## src/rtl/fetch_queue_unit.sv

```systemverilog
// Multi-issue fetch stage: fetches FETCH_W words per cycle into a DEPTH-entry instruction queue.
// Latency: a bundle fetched in cycle N is visible on instr_o/pc_o in cycle N+1.
// Backpressure: fetch stalls (PC held) while free space < FETCH_W; decode pops up to FETCH_W via deq_count_i.
module fetch_queue_unit #(
  parameter int          FETCH_W  = 2,
  parameter int          DEPTH    = 8,
  parameter logic [31:0] RESET_PC = 32'h0000_0000
) (
  input  logic                                        clk,
  input  logic                                        rst,
  input  logic                                        en,
  input  logic                                        flush_i,
  input  logic [31:0]                                 flush_pc_i,
  input  logic                                        ex_redirect_i,
  input  logic [31:0]                                 ex_target_i,
  input  logic                                        pred_redirect_i,
  input  logic [((FETCH_W > 1) ? $clog2(FETCH_W) : 1)-1:0] pred_slot_i,
  input  logic [31:0]                                 pred_target_i,
  output logic [31:0]                                 imem_addr_o,
  input  logic [32*FETCH_W-1:0]                       imem_rdata_i,
  output logic [32*FETCH_W-1:0]                       instr_o,
  output logic [32*FETCH_W-1:0]                       pc_o,
  output logic [FETCH_W-1:0]                          valid_o,
  input  logic [$clog2(FETCH_W+1)-1:0]                deq_count_i,
  output logic [$clog2(DEPTH+1)-1:0]                  count_o
);

  localparam int CNT_W = $clog2(DEPTH + 1);
  localparam int PTR_W = $clog2(DEPTH);

  logic [31:0]      instr_q [DEPTH];
  logic [31:0]      pc_mem_q [DEPTH];
  logic [31:0]      pc_q;
  logic [PTR_W-1:0] head_q;
  logic [PTR_W-1:0] tail_q;
  logic [CNT_W-1:0] count_q;

  logic             redirect;
  logic [31:0]      redirect_pc;
  logic             fetch_fire;
  logic [CNT_W-1:0] deq_ext;
  logic [CNT_W-1:0] pred_n;
  logic [CNT_W-1:0] push_n;
  logic [CNT_W-1:0] pop_n;
  logic [31:0]      pc_next;

  // Resolve redirect priority, push/pop amounts and next PC for this cycle.
  always_comb begin
    redirect    = flush_i | ex_redirect_i;
    redirect_pc = flush_i ? flush_pc_i : ex_target_i;
    // Free space is judged on pre-pop occupancy so a same-cycle pop never enables a push.
    fetch_fire  = en & ~redirect & ((CNT_W'(DEPTH) - count_q) >= CNT_W'(FETCH_W));
    deq_ext     = CNT_W'(deq_count_i);
    pred_n      = CNT_W'(pred_slot_i) + CNT_W'(1);
    // Non-power-of-two FETCH_W leaves slot encodings past the bundle; clamp them.
    if (pred_n > CNT_W'(FETCH_W)) begin
      pred_n = CNT_W'(FETCH_W);
    end
    push_n  = '0;
    pop_n   = '0;
    pc_next = pc_q;
    if (redirect) begin
      pc_next = {redirect_pc[31:2], 2'b00};
    end else begin
      pop_n = (deq_ext < count_q) ? deq_ext : count_q;
      if (fetch_fire && pred_redirect_i) begin
        push_n  = pred_n;
        pc_next = {pred_target_i[31:2], 2'b00};
      end else if (fetch_fire) begin
        push_n  = CNT_W'(FETCH_W);
        pc_next = pc_q + 32'(4 * FETCH_W);
      end
    end
  end

  // PC, queue pointers and occupancy; a redirect empties the queue by collapsing head onto tail.
  always_ff @(posedge clk) begin
    if (rst) begin
      pc_q    <= RESET_PC;
      head_q  <= '0;
      tail_q  <= '0;
      count_q <= '0;
    end else if (redirect) begin
      pc_q    <= pc_next;
      head_q  <= tail_q;
      count_q <= '0;
    end else begin
      pc_q    <= pc_next;
      head_q  <= head_q + PTR_W'(pop_n);
      tail_q  <= tail_q + PTR_W'(push_n);
      count_q <= count_q - pop_n + push_n;
    end
  end

  // Write the first push_n slots of the fetched bundle with their PCs at the tail.
  always_ff @(posedge clk) begin
    if (!rst) begin
      for (int k = 0; k < FETCH_W; k++) begin
        if (CNT_W'(k) < push_n) begin
          instr_q[tail_q + PTR_W'(k)]  <= imem_rdata_i[32*k +: 32];
          pc_mem_q[tail_q + PTR_W'(k)] <= pc_q + 32'(4 * k);
        end
      end
    end
  end

  for (genvar k = 0; k < FETCH_W; k++) begin : g_head
    assign instr_o[32*k +: 32] = instr_q[head_q + PTR_W'(k)];
    assign pc_o[32*k +: 32]    = pc_mem_q[head_q + PTR_W'(k)];
    assign valid_o[k]          = (count_q > CNT_W'(k));
  end

  assign imem_addr_o = pc_q;
  assign count_o     = count_q;

endmodule

```

## config.mk

```make
export PLATFORM = sky130hd
export DESIGN_NAME = fetch_queue_unit
export DESIGN_NICKNAME = d
export VERILOG_FILES = /design/src/rtl/fetch_queue_unit.sv
export SDC_FILE = /design/constraint.sdc
export NUM_CORES = 1
export LEC_CHECK = 0
export CAP_MARGIN = 30
export CORE_ASPECT_RATIO = 1.2
export CORE_MARGIN = 2
export CORE_UTILIZATION = 55
export DETAILED_ROUTE_END_ITERATION = 6
export PLACE_DENSITY_LB_ADDON = 0.05
export SYNTH_ARGS = -nofsm -noshare
export SYNTH_HDL_FRONTEND = slang
export SYNTH_SLANG_ARGS = --single-unit
export TNS_END_PERCENT = 20
```

## constraint.sdc

```tcl
create_clock -name clk -period 13.6 [get_ports clk]
set_input_delay 3.4 -clock clk [delete_from_list [all_inputs] [get_ports clk]]
set_output_delay 3.4 -clock clk [all_outputs]
set_load 0.01 [all_outputs]
```

==> results by stage <==
Placed design:
- Routability-driven placement finished with a final weighted congestion of 0.8540.
- The count of buffers added on input and output ports is 322.
- Summed over all nets, the half-perimeter wirelength after detailed placement is approximately 58,000 µm.

Route:
- The count of nets left with antenna violations once routing finished came out at 0.
- The routed wire length per instance is 28.60 µm.
- The first TritonRoute pass finished after 6 iterations.
- The final routed DRC violation total is 0.
- For this block, the routed nets add up to approximately 97,000 µm of wire.
- The first routing iteration left roughly 2.2k violations.
- Dividing the detail-routed via count by the number of cells gives approximately 6.7.
- The via count is about 23k.

Logic synthesis:
- After synthesis, the most frequently instantiated cells are 496 x edfxtp_1, 359 x mux2_2, 248 x mux4_2.
- The fraction of registers with async set or reset after synthesis is 0%.
- The leading register cell type out of synthesis is edfxtp_1.
- In this run the biggest area consumer among cell types represents a little under half of the synthesized area.
- The cell area after technology mapping is about 33,000 µm².
- The cell count after synthesis came out at about 2.3k.
- The share of the yosys chip area belonging to registers is a little under half.
- In the post-synthesis netlist, the cell with the most instances is edfxtp_1.
- The number of warnings issued by yosys is 0.
- After synthesis, the cell types taking the most area are edfxtp_1 45%, mux4_2 17%, mux2_2 12%, xnor2_1 3.6%, xor2_1 3.0%.
- edfxtp_1 takes more of the synthesized area than any other cell.
- Each instance of the synthesized netlist takes up on average about 14 µm².
- The unique cell type count in the Yosys netlist is 67.
- The number of synthesized flops with an enable pin is 496.
- The register bit count reported by yosys is 536.

GRT:
- The via count of the first global-routing pass came to about 23k.
- The aggregate global-route resource usage is approximately a third.
- The first global-routing pass estimated roughly 140,000 µm of wire.
- The total overflow left after global routing is 0.
- The initial antenna violation count is 1.
- Entering global routing, the biggest net connects 89 pins.

Timing:
- The transition time of the tightest slew-check pin is roughly 1.1 ns.
- The total negative slack is 0 ns.
- The number of setup violations in the final report is 0.
- Setup repair after global routing left no endpoint under its margin.
- For this run, the top clock speed supported by timing is about 0.13 GHz.
- After layout, the minimum clock period comes to about 7.8 ns.
- The final setup skew is 0.02586 ns.
- The final worst-path cycle share is a little under three fifths.
- The number of max-slew violations in the final report is 0.
- In this run the tightest slew margin relative to its limit is between 20% and 30%.
- The number of failing hold endpoints at the final stage came to 0.

Min path:
- The worst hold path class is flip-flop to flip-flop.

Run status:
- The run finished with clean final reports.

Layout:
- The post-route netlist has 30.10% of its cells at a drive strength greater than 1.
- The area growth from synthesis to layout is 17.53%.
- The net count reported at finish is ~2.7k.
- The final core utilization is between 60 and 70%.
- 0 antenna diodes ended up in the layout.

Setup path:
- For the worst setup path, the data required time is ~10 ns.
- The critical path endpoint category is a primary output.
- The worst setup path category is flip-flop to primary output.
- The maximum fanout along the worst path is 39.
- STA classifies the critical path startpoint as a flip-flop.
- For the worst setup path, the data arrival time is roughly 4.4 ns.

Clock network:
- TritonCTS built the clock tree.
- The master cell of the clock root buffer is clkbuf_16.
- Gates resized during post-CTS repair numbered 0.
- Clock-pin slew was measured on the worst setup and hold paths at roughly 0.070 ns.
- Clock latency on the worst-skew pair, taken at its later pin, is between 0.6 and 0.7 ns.
- The post-CTS repair timing setup buffer count is 0.
- The number of H-tree levels is 2.
- The maximum clock insertion buffer count is 3.
- The hold buffer count at cts is 0.
- The CTS sink count is 536.
- The TritonCTS buffer count is 55.

Pwr:
- For this design the total switching power over the nets is roughly 0.00094 W.
- Power spread over the standard cell area amounts to about 100 nW/µm².
- The clock network accounts for slightly below 40% of the total power.
- The sequential group share of total power is 48.0%.
- The internal portion of the total power is 0.002967 W.
- Across the VDD grid, the largest voltage drop is approximately 90 µV.
- The proportion of power drawn by combinational gates is between 10% and 20%.
- The fraction of power spent switching nets is between 20% and 30%.
- The total leakage power is 12.29 nW.

Floorplanning:
- The core region is just under 60,000 µm².
- The number of ports placed on the die boundary is around 340.
- In this run the horizontal extent of the chip is between 200 and 250 µm.
- For this configuration, the core starts out at a cell density of about 55%.
- Measured along the y axis, the die boundary spans around 270 µm.
- Row generation in the floorplan step produced 98 rows.
- The floorplan die area is between 60,000 and 70,000 µm².

Run:
- Across the run, the number of max-cap violations was 0.
[logic make-up after synthesis]
logic type               share of synthesized area, %
multiplexers                                    30.58
adder cells (fa/ha/maj)                        0.8524
AO/OA/AOI/OAI                                   3.425
XOR/XNOR                                        6.633
flip-flops                                      47.73
other                                         0.01141
AND/OR/NAND/NOR                                 7.386
buffers and inverters                           3.375
[worst max-delay path, cell delays in order, from the launching register on]
cell and delay (ns):
dfxtp_4 0.82, buf_4 0.67, buf_4 0.53, buf_16 0.30, mux4_2 0.55, mux2_2 0.34
clkdlybuf4s50_1 0.49
[cell usage in the layout, fill, tap and decap left out, types with 22 or more instances in the layout]
master and count:
clkdlybuf4s50_1 322, mux4_2 248, dfxtp_1 37, edfxtp_1 496, xor2_1 112, clkinv_1 22
buf_4 55, nor2_1 37, mux2_2 359, xnor2_1 136, clkbuf_16 56, nand2_1 61
nor3_1 131, inv_1 29, a21oi_1 29, nand4_1 27, nand3_1 124, mux2_1 30
[state kept, by name, summed over array words and instances, names as in the netlist]
| signal | flops |
|---|---|
| tail_q | 3 |
| count_o | 4 |
| imem_addr_o | 30 |
| pc_mem_q | 240 |
| head_q | 3 |
| instr_q | 256 |
[final cells by class]
class | instances | area, µm²
fill | 4370 | 20700
clock inverter | 35 | 322.8
inverter | 33 | 123.9
timing repair buffer | 383 | 3771
sequential | 536 | 15710
clock buffer | 66 | 1439
tap | 800 | 1001
multi-input combinational | 1542 | 16280
[metal layers]
layer | GRT usage, % | up-vias | part of all wire (%)
met3 | 4.477 | 262 | 7.4
met4 | 12.44 | 2 | 3.8
met5 | 0 | - | 0.0093
met2 | 54.45 | 1131 | 51
met1 | 39.55 | 11670 | 38
li1 | - | 9652 | -
[through the flow]
stage                     cells  hold WS (ns)  worst slack, ns  area, µm²  power [W]
after floorplan            2342        0.4960            2.510      32900   0.002196
after global placement     3289        0.5420            5.699      36770   0.002414
after detailed placement   3292        0.5543            5.669      36830   0.002427
after CTS                  3393        0.5645            5.654      38590   0.003920
after global routing       3395        0.6167            5.557      38640   0.004022
final                      3395        0.5577            5.809      38640   0.003907
[path summary, 6_finish.rpt]
check                         startpoint                    end  slack (ns)  depth (start not counted)
setup reg to reg   count_o[1]$_SDFF_PP0_  count_o[3]$_SDFF_PP0_        9.50                         11
hold / removal    tail_q[0]$_SDFFE_PP0P_   head_q[0]$_SDFF_PP0_        0.56                          2
hold reg to reg   tail_q[0]$_SDFFE_PP0P_   head_q[0]$_SDFF_PP0_        0.56                          2
setup / recovery    head_q[1]$_SDFF_PP0_               pc_o[27]        5.81                          6
[power by group through the flow]
stage	Sequential (W)	Combinational [W]	Clock, W
floorplan	0.00188	0.000319	0
global placement	0.00191	0.000508	0
detailed placement	0.00191	0.000520	0
CTS	0.00187	0.000522	0.00153
global route	0.00188	0.000555	0.00159
finish	0.00187	0.000524	0.00151
Note: power is estimated with default switching activity, not from simulation.
